==> src/rtl/pc_pkg.sv <==
// Shared definitions for the program-counter unit: next-PC select codes and
// a ceiling-log2 helper used to size pointers and counters.
package pc_pkg;

   // Source of the next PC value, one code per kind of update.
   typedef enum logic [2:0] {
      INC    = 3'd0,
      HOLD   = 3'd1,
      TARGET = 3'd2,
      RAS    = 3'd3,
      TRAP   = 3'd4
   } pc_sel_e;

   // Ceiling log2. Returns 0 for values of 0 or 1.
   function automatic int clog2(input int value);
      int result;
      int v;
      result = 0;
      v = value - 1;
      while (v > 0) begin
         result = result + 1;
         v = v >> 1;
      end
      return result;
   endfunction

endpackage

==> src/rtl/return_address_stack.sv <==
// Circular return-address stack. A push onto a full stack silently overwrites
// the oldest entry. The top entry is read combinationally so that a return
// can redirect the PC in the same cycle. A pop on an empty stack is ignored.
module return_address_stack
   import pc_pkg::*;
#(
   parameter int WIDTH     = 16,
   parameter int RAS_DEPTH = 8
) (
   input  logic                       clk,
   input  logic                       reset,
   input  logic                       push,
   input  logic                       pop,
   input  logic [WIDTH-1:0]           push_data,
   output logic [WIDTH-1:0]           top,
   output logic [clog2(RAS_DEPTH):0]  count,
   output logic                       full,
   output logic                       empty
);

   localparam int             PW       = clog2(RAS_DEPTH);
   localparam logic [PW-1:0]  PTR_ONE  = PW'(1);
   localparam logic [PW:0]    CNT_ONE  = (PW+1)'(1);
   localparam logic [PW:0]    CNT_MAX  = (PW+1)'(RAS_DEPTH);

   logic [WIDTH-1:0] r_mem [RAS_DEPTH];
   logic [PW-1:0]    r_ptr;        // next free slot; top entry sits just below it
   logic [PW:0]      r_count;
   logic [PW-1:0]    w_top_idx;

   assign w_top_idx = r_ptr - PTR_ONE;
   assign top       = r_mem[w_top_idx];
   assign count     = r_count;
   assign full      = (r_count == CNT_MAX);
   assign empty     = (r_count == '0);

   // Entry storage: contents need no reset, only the pointer and count do.
   always_ff @(posedge clk) begin
      if (push) begin
         r_mem[r_ptr] <= push_data;
      end
   end

   // Pointer and occupancy; when full the pointer keeps advancing over the oldest slot.
   always_ff @(posedge clk or posedge reset) begin
      if (reset) begin
         r_ptr   <= '0;
         r_count <= '0;
      end else if (push) begin
         r_ptr <= r_ptr + PTR_ONE;
         if (!full) begin
            r_count <= r_count + CNT_ONE;
         end
      end else if (pop && !empty) begin
         r_ptr   <= r_ptr - PTR_ONE;
         r_count <= r_count - CNT_ONE;
      end
   end

endmodule

==> src/rtl/pc_unit.sv <==
// Fetch-stage program-counter unit: prioritised next-PC selection (trap,
// stall, return, call, jump, branch, increment), PC register, hardware
// return-address stack and sticky stack-error flags.
module pc_unit
   import pc_pkg::*;
#(
   parameter int               WIDTH        = 16,
   parameter logic [WIDTH-1:0] RESET_VECTOR = '0,
   parameter logic [WIDTH-1:0] TRAP_VECTOR  = WIDTH'(16'h0004),
   parameter int               RAS_DEPTH    = 8
) (
   input  logic                       clk,
   input  logic                       reset,
   input  logic                       stall,
   input  logic                       branch,
   input  logic                       jump,
   input  logic                       call,
   input  logic                       ret,
   input  logic                       trap,
   input  logic [WIDTH-1:0]           target,
   input  logic                       clr_flags,
   output logic [WIDTH-1:0]           pc,
   output logic [WIDTH-1:0]           pc_plus1,
   output logic [clog2(RAS_DEPTH):0]  ras_count,
   output logic                       ras_overflow,
   output logic                       ras_underflow
);

   localparam logic [WIDTH-1:0] PC_ONE = WIDTH'(1);

   logic [WIDTH-1:0] r_pc;
   logic             r_overflow;
   logic             r_underflow;

   pc_sel_e          w_sel;
   logic [WIDTH-1:0] w_pc_plus1;
   logic [WIDTH-1:0] w_pc_next;
   logic             w_push;
   logic             w_pop;
   logic [WIDTH-1:0] w_push_data;
   logic [WIDTH-1:0] w_ras_top;
   logic             w_ras_full;
   logic             w_ras_empty;
   logic             w_set_overflow;
   logic             w_set_underflow;

   assign w_pc_plus1 = r_pc + PC_ONE;

   // Priority encoder: trap > stall > ret > call > jump > branch > increment.
   always_comb begin
      w_sel           = INC;
      w_push          = 1'b0;
      w_pop           = 1'b0;
      w_push_data     = w_pc_plus1;
      w_set_underflow = 1'b0;
      if (trap) begin
         w_sel       = TRAP;
         w_push      = 1'b1;
         w_push_data = r_pc;
      end else if (stall) begin
         w_sel = HOLD;
      end else if (ret) begin
         if (w_ras_empty) begin
            w_sel           = TARGET;
            w_set_underflow = 1'b1;
         end else begin
            w_sel = RAS;
            w_pop = 1'b1;
         end
      end else if (call) begin
         w_sel  = TARGET;
         w_push = 1'b1;
      end else if (jump || branch) begin
         w_sel = TARGET;
      end
   end

   assign w_set_overflow = w_push && w_ras_full;

   // Next-PC multiplexer driven by the select code.
   always_comb begin
      w_pc_next = r_pc;
      case (w_sel)
         INC:     w_pc_next = w_pc_plus1;
         HOLD:    w_pc_next = r_pc;
         TARGET:  w_pc_next = target;
         RAS:     w_pc_next = w_ras_top;
         TRAP:    w_pc_next = TRAP_VECTOR;
         default: w_pc_next = r_pc;
      endcase
   end

   // PC register.
   always_ff @(posedge clk or posedge reset) begin
      if (reset) begin
         r_pc <= RESET_VECTOR;
      end else begin
         r_pc <= w_pc_next;
      end
   end

   // Sticky stack-error flags; a new error wins over a clear in the same cycle.
   always_ff @(posedge clk or posedge reset) begin
      if (reset) begin
         r_overflow  <= 1'b0;
         r_underflow <= 1'b0;
      end else begin
         if (w_set_overflow) begin
            r_overflow <= 1'b1;
         end else if (clr_flags) begin
            r_overflow <= 1'b0;
         end
         if (w_set_underflow) begin
            r_underflow <= 1'b1;
         end else if (clr_flags) begin
            r_underflow <= 1'b0;
         end
      end
   end

   return_address_stack #(
      .WIDTH     (WIDTH),
      .RAS_DEPTH (RAS_DEPTH)
   ) u_ras (
      .clk       (clk),
      .reset     (reset),
      .push      (w_push),
      .pop       (w_pop),
      .push_data (w_push_data),
      .top       (w_ras_top),
      .count     (ras_count),
      .full      (w_ras_full),
      .empty     (w_ras_empty)
   );

   assign pc            = r_pc;
   assign pc_plus1      = w_pc_plus1;
   assign ras_overflow  = r_overflow;
   assign ras_underflow = r_underflow;

endmodule

==> config.mk <==
export PLATFORM = sky130hd
export DESIGN_NAME = pc_unit
export DESIGN_NICKNAME = d
export VERILOG_FILES = /design/src/rtl/pc_pkg.sv /design/src/rtl/return_address_stack.sv /design/src/rtl/pc_unit.sv
export SDC_FILE = /design/constraint.sdc
export NUM_CORES = 1
export LEC_CHECK = 0
export BUFFER_PORTS_ARGS = -buffer_cell sky130_fd_sc_hd__buf_2
export CAP_MARGIN = 20
export CELL_PAD_IN_SITES_DETAIL_PLACEMENT = 1
export CELL_PAD_IN_SITES_GLOBAL_PLACEMENT = 1
export CORE_MARGIN = 2
export CORE_UTILIZATION = 40
export CTS_CLUSTER_SIZE = 8
export DETAILED_ROUTE_END_ITERATION = 10
export PLACE_DENSITY = 0.7
export SLEW_MARGIN = 20
export SYNTH_ARGS = -nofsm -noshare
export SYNTH_HDL_FRONTEND = slang
export SYNTH_SLANG_ARGS = --single-unit
==> constraint.sdc <==
create_clock -name clk -period 9.1 [get_ports clk]
set_input_delay 0.455 -clock clk [delete_from_list [all_inputs] [get_ports clk]]
set_output_delay 0.455 -clock clk [all_outputs]
set_load 0.005 [all_outputs]
==> results.json, run 1 <==
{
  "ctsResizeCount": 0,
  "fin_crit_sh_pct": 41.08,
  "crit_top_cell": "nand3_1",
  "path_cells": "clkinv_1 > ha_1 > xor2_2 > buf_4 > mux4_2 > nand3_1 > nand3_1",
  "finalHoldViolCount": 0,
  "clk_latency_ns": 0.43,
  "fin_skew_ns": 0.007973,
  "finalNonFillerCells": 783,
  "final_nets": 576,
  "cts_hold_buffers": 0,
  "yosysTopAreaCell": "edfxtp_1",
  "path_class": "flop to flop",
  "peakVddDrop_mv": 0.1494,
  "pwr-share-clk_pct": 28.7,
  "final_util_pct": 48.03,
  "power_leakage_uw": 0.003040,
  "p_comb_share_pct": 31.8,
  "grt_pass1_wl_mm": 30.45,
  "place_area_mm2": 0.007604,
  "cts_tree": "built",
  "antenna_found_initial": 0,
  "synth_top_cell_area_share_pct": 54.68,
  "routabilityCongestion": 0.7602,
  "seq_area_frac_synth_pct": 63.58,
  "drc": 0,
  "ios": 63,
  "rows": 48,
  "layout-drive-gt1-share_pct": 27.06,
  "clockBufferDepth": 2,
  "r2r_setup_slack_ns": 5.36,
  "dieArea_mm2": 0.01865,
  "multiInputGateArea_mm2": 0.002395,
  "hp-class": "input pin to async pin",
  "status": "complete, no violations",
  "slowest_stage": "dfrtp_4",
  "grt_pass1_vias": 4960,
  "start_util_pct": 40.78,
  "synth.most_common_cell": "edfxtp_1",
  "dp_hpwl_mm": 12.54,
  "viasPerCell": 5.985,
  "firstDrtPassIters": 4,
  "slew_headroom_pct": 38.52,
  "synthFlopType": "edfxtp_1",
  "ys_seq_elements": 153,
  "switchingPower_uw": 925.1,
  "setup_viol": 0,
  "diodes": 0,
  "cpPeakStageDelay_ns": 0.86,
  "finalSetupTns_ns": 0,
  "syn-num-nets": 515,
  "postCtsSetupBuffers": 0,
  "finalCriticalPeriod_ns": 3.739,
  "drv_cap": 0,
  "slew_violations": 0,
  "netlist_top_cells_count": "edfxtp_1, mux4_2, nand3_1",
  "syn_inst": 484,
  "end_kind": "flop",
  "cts.sinks": 153,
  "cellPowerDensity_mw_per_mm2": 337.9,
  "power_uw": 2797,
  "required_ns": 9.38,
  "seqCellArea_mm2": 0.004473,
  "synth_edf_count": 128,
  "cts_htree_levels": 4,
  "swShare_pct": 33.07,
  "netlist_area_mm2": 0.007029,
  "grt_usage_pct": 22.83,
  "wl_mm": 19.77,
  "stdcell_area_mm2": 0.008279,
  "routedWlPerCell_um": 25.25,
  "num-fill-cells": 1701,
  "fmax_ghz": 0.2675,
  "yosys-top-cells-area": "edfxtp_1, mux4_2, dfrtp_1",
  "async_reset_ff_share_pct": 16.34,
  "core-area_mm2": 0.01724,
  "dp_cells": 751,
  "crit_fanout": 36,
  "grt_max_degree": 37,
  "seq_power_share_pct": 39.5,
  "yosys_warnings": 0,
  "rsz0062_at_grt": "no",
  "portBuffers": 62,
  "avgSynthCellArea_um2": 14.52,
  "syn_to_final_growth_pct": 17.78,
  "intPower_uw": 1872,
  "die_x_um": 136.6,
  "root_buffer": "clkbuf_16",
  "die_h_um": 136.6,
  "cts-buffers-inserted": 17,
  "clk_pin_slew_ns": 0.06,
  "cp-start-kind": "flop",
  "num_vias": 4686,
  "worst_pin_slew_ns": 0.9138,
  "synth_cell_types": 55,
  "critPathArrivalTime_ns": 4.02,
  "grt-ovfl-total": 0,
  "ant_nets": 0,
  "drtIter0Drc": 385
}
-- area by class of cell --
class                   count  area share (%)
inverters                  11          0.4987
flip-flops and latches    153           54.03
multi-input cells         286           28.93
repair buffers             76           5.017
clock inverters            14           2.947
well taps                 225           3.400
clock buffers              18           5.184
-- through the flow --
step | setup slack (ns) | hold WS (ns)
floorplan | 5.852 | 0.4823
detailed placement | 4.896 | 0.5127
finish | 5.361 | 0.1072
global placement | 5.022 | 0.4992
global route | 5.100 | 0.1228
CTS | 4.863 | 0.1031
-- worst max-delay path, delay by kind of cell (launching register included) --
family	cells	cell delay, ns
buffers and inverters	2	0.92
adders and majority gates	1	0.42
muxes	1	0.55
xor gates and xnor gates	1	0.65
DFF	1	0.86
and+or+nand+nor	2	0.19
-- state kept, by name, indices dropped and copies added, names as in the netlist --
signal and cells:
u_ras.count 4, ras_underflow 1, pc 16, u_ras.r_ptr 3, u_ras.r_mem 128, ras_overflow 1
-- cells by family after synthesis --
family,Yosys count,share of synthesized area (%)
mux,44,11.62
flops,153,63.58
xor+xnor,34,4.343
buf+inv,45,2.884
simple gates,125,8.846
compound gates,77,7.547
fa+ha+maj,6,1.175
-- worst paths after layout --
check,depth (start not counted),start,end
max,7,u_ras.r_ptr[0],pc[7]
min,3,reset,pc[9]
max reg2reg,7,u_ras.r_ptr[0],pc[7]
min reg2reg,2,ras_underflow,ras_underflow
max in group asynchronous,3,reset,u_ras.r_ptr[0]
min in group clk,2,clr_flags,ras_underflow
-- metal layers --
| layer | vias to the layer above | GRT usage [%] | part of all wire (%) |
|---|---|---|---|
| met5 | - | 0 | 0 |
| met2 | 214 | 35.69 | 47 |
| li1 | 2007 | - | - |
| met3 | 41 | 4.926 | 6.7 |
| met1 | 2424 | 30.38 | 43 |
| met4 | 0 | 10.94 | 3.2 |
-- cells in the final DEF, fill, tap and decap left out, types with 9 or more instances in the layout --
| cell type | Yosys | final |
|---|---|---|
| mux4_2 | 30 | 30 |
| dfrtp_1 | 25 | 24 |
| inv_1 | 10 | 10 |
| clkbuf_16 | 0 | 17 |
| xor2_1 | 11 | 11 |
| xnor2_1 | 22 | 22 |
| edfxtp_1 | 128 | 128 |
| buf_4 | 1 | 14 |
| nand2_1 | 23 | 23 |
| mux2i_1 | 13 | 13 |
| buf_2 | 12 | 62 |
| a21oi_1 | 22 | 22 |
| nor2_1 | 28 | 28 |
| nand3_1 | 30 | 30 |
| o21ai_0 | 9 | 9 |
-- power groups by stage --
| stage | sequential (µW) | combinational [µW] | clock [µW] |
|---|---|---|---|
| floorplan | 1010 | 708 | 0 |
| global placement | 1100 | 860 | 0 |
| detailed placement | 1120 | 879 | 0 |
| CTS | 1110 | 894 | 816 |
| global route | 1130 | 962 | 838 |
| finish | 1110 | 889 | 803 |
Power figures use the tool's default switching activity.
==> inputs of run 2 (changes only) <==
- clock period: 9.1 -> 3.6 ns (I/O delays scaled with it)
==> run 2 against run 1 <==
  * Hold slack got worse by 0.045 ns
  * Global-route usage decreased by 0.42 points
  * Sequential power increased by 140%
  * Cell count increased by 0.26%
  * Design area increased by 0.85%
  * Sequential share of layout area decreased by 0.48 points
  * Via count decreased by 2.0%
  * Fmax increased by 32%
==> results.json, run 2 (same netlist as run 1, synthesis figures left out) <==
{
  "diodes": 0,
  "firstDrtPassIters": 4,
  "core-area_mm2": 0.01724,
  "cts_tree": "built",
  "cts_htree_levels": 4,
  "grt_usage_pct": 22.41,
  "grt-ovfl-total": 0,
  "portBuffers": 62,
  "antenna_found_initial": 0,
  "status": "complete, no violations",
  "intPower_uw": 4835,
  "grt_pass1_vias": 4894,
  "end_kind": "flop",
  "clk_pin_slew_ns": 0.07,
  "cp-start-kind": "flop",
  "cts-buffers-inserted": 17,
  "cp.depth": 5,
  "critical_path.top_delay_family": "simple AND/OR/NAND/NOR gates",
  "start_util_pct": 40.78,
  "path_class": "flop to flop",
  "hold_end": "pc[7]",
  "drc": 0,
  "die_h_um": 136.6,
  "cellPowerDensity_mw_per_mm2": 864.5,
  "num_vias": 4591,
  "routedWlPerCell_um": 25.06,
  "largest-register": "u_ras.r_mem",
  "final_nets": 578,
  "cpPeakStageDelay_ns": 0.60,
  "drtIter0Drc": 405,
  "die_x_um": 136.6,
  "swShare_pct": 33.01,
  "finalSetupTns_ns": 0,
  "timing.rr.end": "u_ras.r_mem[2][9]",
  "slew_headroom_pct": 29.79,
  "layout-drive-gt1-share_pct": 26.43,
  "required_ns": 3.72,
  "fin_skew_ns": 0.009374,
  "wl_mm": 19.67,
  "setup_viol": 0,
  "holdPathStages": 3,
  "timing.rr.start": "pc[2]",
  "num-fill-cells": 1708,
  "r2r_cells": 5,
  "postCtsSetupBuffers": 0,
  "pwr-share-clk_pct": 28.7,
  "fmax_ghz": 0.3529,
  "syn_to_final_growth_pct": 18.78,
  "critPathArrivalTime_ns": 2.96,
  "slowest_stage": "xor2_1",
  "finalHoldViolCount": 0,
  "cts.sinks": 153,
  "largest_reg_flops": 128,
  "p_comb_share_pct": 34.1,
  "fin_crit_sh_pct": 78.72,
  "seq_power_share_pct": 37.2,
  "grt_pass1_wl_mm": 29.98,
  "crit_fanout": 10,
  "power_leakage_uw": 0.003068,
  "routabilityCongestion": 0.8493,
  "final_common_cell": "edfxtp_1",
  "path_cells": "nand4_1 > or2_2 > nor2_1 > and3_1 > xor2_1",
  "root_buffer": "clkbuf_16",
  "final_cell_mix": "edfxtp_1, buf_2, mux4_2, nand3_1, nor2_1",
  "crit_buf_inv": 0,
  "clockBufferDepth": 2,
  "slew_violations": 0,
  "worst_pin_slew_ns": 1.050,
  "switchingPower_uw": 2383,
  "whs_ns": 0.06223,
  "final_util_pct": 48.44,
  "viasPerCell": 5.848,
  "rows": 48,
  "worstHoldStart": "target[7]",
  "dp_hpwl_mm": 12.84,
  "r2r_setup_slack_ns": 0.77,
  "finalCriticalPeriod_ns": 2.834,
  "clk_latency_ns": 0.43,
  "dieArea_mm2": 0.01865,
  "grt_max_degree": 36,
  "hp-class": "input pin to flop",
  "ant_nets": 0,
  "peakVddDrop_mv": 0.4399,
  "rsz0062_at_grt": "no",
  "ios": 63,
  "drv_cap": 0
}
==> run 2: area by class of cell <==
cell class | count | area (µm²) | area share (%)
inverter | 11 | 41.29 | 0.4945
clock inverter | 13 | 247.7 | 2.967
timing repair buffer | 78 | 480.5 | 5.755
sequential | 153 | 4471 | 53.54
tap | 225 | 281.5 | 3.372
multi-input combinational | 286 | 2395 | 28.68
clock buffer | 19 | 432.9 | 5.185
==> run 2: how the worst max path moves through the flow <==
stage | from | endpoint
after floorplan | u_ras.r_ptr[0] | u_ras.r_mem[0][0]
after global placement | trap | u_ras.count[3]
after detailed placement | trap | u_ras.count[3]
after CTS | pc[2] | u_ras.r_mem[2][9]
after global routing | pc[2] | u_ras.r_mem[2][9]
final | pc[2] | u_ras.r_mem[2][9]
==> run 2: routing by layer <==
metal	wire [µm]	vias to the layer above	global-route usage (%)	part of all wire [%]
met4	672	0	9.780	3.4
met5	0	-	0	0
li1	-	2004	-	-
met3	1025	37	4.556	5.2
met1	8611	2400	29.41	44
met2	9361	150	36.17	48
==> run 2: power by group through the flow <==
stage / clock [µW] / combinational, µW / sequential [µW]
final: 2070 / 2460 / 2680
after global routing: 2170 / 2660 / 2720
after CTS: 2100 / 2490 / 2680
after detailed placement: 0 / 2470 / 2710
after global placement: 0 / 2370 / 2680
after floorplan: 0 / 1790 / 2540
==> run 2: metrics by stage <==
step           worst slack, ns  area [µm²]  total power (µW)  std cells
2_1_floorplan           0.5265        7029              4332        484
3_3_place_gp            0.9818        7621              5047        750
3_5_place_dp            0.8700        7649              5176        751
4_1_cts                 0.7821        8349              7273        785
5_1_grt                 0.6099        8349              7551        785
6_report                0.7661        8349              7218        785
==> run 2: timing repair <==
action	4_1_cts	5_1_grt
endpoints found under the setup margin	0	0
hold endpoints to repair	12	0
resized for setup	0	0
hold buffers	2	0
==> run 2: worst reg2reg max path: cells and delay by family, from the launching register on <==
| kind | cells | cell delay [ns] |
|---|---|---|
| flops | 1 | 0.57 |
| simple gates | 4 | 1.36 |
| xor+xnor | 1 | 0.60 |
==> inputs of run 3 (changes only) <==
- PLACE_DENSITY: 0.7 -> 0.73
- clock period: 3.6 -> 2.5 ns (I/O delays scaled with it)
==> run 3 against run 2 <==
  * Clock-buffer cell count fell by 1
  * Routed wire length is 3.7% higher
  * Sequential power rose by 42%
  * Non-clock buffer count is 31 higher
  * Register-to-register slack worse by 0.50 ns
  * Hold slack worse by 0.012 ns
  * Cell count grew 3.9%
==> results.json, run 3 (same netlist as run 1, synthesis figures left out) <==
{
  "final_nets": 609,
  "start_util_pct": 40.78,
  "path_class": "flop to output pin",
  "dieArea_mm2": 0.01865,
  "final_cell_mix": "edfxtp_1, buf_2, buf_4, mux4_2, nand3_1",
  "slowest_stage": "dfrtp_1",
  "finalHoldViolCount": 0,
  "postCtsSetupBuffers": 0,
  "layout-drive-gt1-share_pct": 31.98,
  "grtUsageMet3_pct": 4.926,
  "largest_reg_flops": 128,
  "fin_crit_sh_pct": 92.57,
  "diodes": 0,
  "clk_pin_slew_ns": 0.06,
  "routabilityCongestion": 0.8227,
  "seqCellArea_mm2": 0.004471,
  "routedWlPerCell_um": 25.01,
  "finalCriticalPeriod_ns": 2.314,
  "drc": 0,
  "clockBufferDepth": 2,
  "rsz0062_at_grt": "no",
  "ant_nets": 0,
  "peakVddDrop_mv": 0.5659,
  "cts_htree_levels": 4,
  "core-area_mm2": 0.01724,
  "critPathArrivalTime_ns": 2.19,
  "hp-class": "input pin to flop",
  "cellPowerDensity_mw_per_mm2": 1209,
  "required_ns": 2.38,
  "multiInputGateArea_mm2": 0.002472,
  "drtIter0Drc": 328,
  "die_x_um": 136.6,
  "antenna_found_initial": 0,
  "fin_skew_ns": 0.004344,
  "grt_pass1_vias": 5132,
  "cts_tree": "built",
  "stdcell_area_mm2": 0.008572,
  "met2_usage_pct": 38.00,
  "clk_latency_ns": 0.43,
  "cp-start-kind": "flop",
  "num_vias": 4764,
  "die_h_um": 136.6,
  "wl_mm": 20.41,
  "grt_usage_pct": 23.21,
  "whs_ns": 0.05000,
  "cts-buffers-inserted": 17,
  "cpPeakStageDelay_ns": 0.66,
  "num-fill-cells": 1730,
  "crit_buf_inv": 1,
  "syn_to_final_growth_pct": 21.95,
  "drv_cap": 0,
  "final_common_cell": "edfxtp_1",
  "busiest_layer": "met2",
  "grt-ovfl-total": 0,
  "power_leakage_uw": 0.003240,
  "slew_headroom_pct": 49.50,
  "portBuffers": 62,
  "viasPerCell": 5.838,
  "cts.sinks": 153,
  "place_area_mm2": 0.007845,
  "status": "complete, no violations",
  "largest-register": "u_ras.r_mem",
  "power_uw": 10360,
  "dp_hpwl_mm": 13.92,
  "use_met1_pct": 29.62,
  "ios": 63,
  "finalSetupTns_ns": 0,
  "path_cells": "nand4_1 > nor2_1 > nand3_1 > xnor2_1 > buf_2",
  "final_util_pct": 49.73,
  "grt_pass1_wl_mm": 31.16,
  "critical_path.top_delay_family": "simple AND/OR/NAND/NOR gates",
  "root_buffer": "clkbuf_16",
  "rows": 48,
  "slew_violations": 0,
  "firstDrtPassIters": 5,
  "setup_viol": 0,
  "end_kind": "output pin",
  "crit_fanout": 10,
  "fmax_ghz": 0.4321,
  "worst_pin_slew_ns": 0.7567,
  "grt_max_degree": 27
}
[run 3: report_power, final]
group,total [µW],switching [µW],internal (µW)
combinational,3770,2060,1700
sequential,3810,375,3430
clock,2780,1020,1760
[run 3: final timing paths]
kind	endpoint	depth (start not counted)	from	slack, ns
max	pc_plus1[15]	5	pc[8]	0.19
min	pc[5]	3	target[5]	0.05
max reg2reg	pc[14]	7	u_ras.r_ptr[0]	0.27
min reg2reg	ras_overflow	2	ras_overflow	0.53
max in group asynchronous	pc[0]	4	reset	1.53
min in group asynchronous	pc[10]	3	reset	0.37
[run 3: cell type report]
class	count	area share [%]
Inverter	11	0.4963
Clock inverter	14	2.365
Timing Repair Buffer	109	7.853
Multi-Input combinational cell	286	28.84
Clock buffer	18	5.007
Sequential cell	153	52.15
Tap cell	225	3.284
[run 3: layer usage]
metal | up-vias | routed length, µm
li1 | 2073 | -
met1 | 2505 | 8615
met2 | 142 | 10030
met3 | 44 | 1066
met4 | 0 | 696
met5 | - | 0
[run 3: timing repair]
item / in CTS / in global routing
resized for setup: 0 / 8
endpoints found under the setup margin: 0 / 57
endpoints found under the hold margin: 17 / 0
hold buffers: 4 / 0
[run 3: tightest hold or removal path: cells and delay by family]
kind | cells | cell delay (ns)
AND/OR/NAND/NOR | 1 | 0.11
AO/OA/AOI/OAI | 1 | 0.10
buffers and inverters | 1 | 0.10
[run 3: stage by stage]
stage                     instances  setup slack, ns
final                           816           0.1857
after CTS                       816           0.1332
after floorplan                 484         -0.05589
after global placement          780           0.2975
after global routing            816         0.005324
after detailed placement        780           0.1616
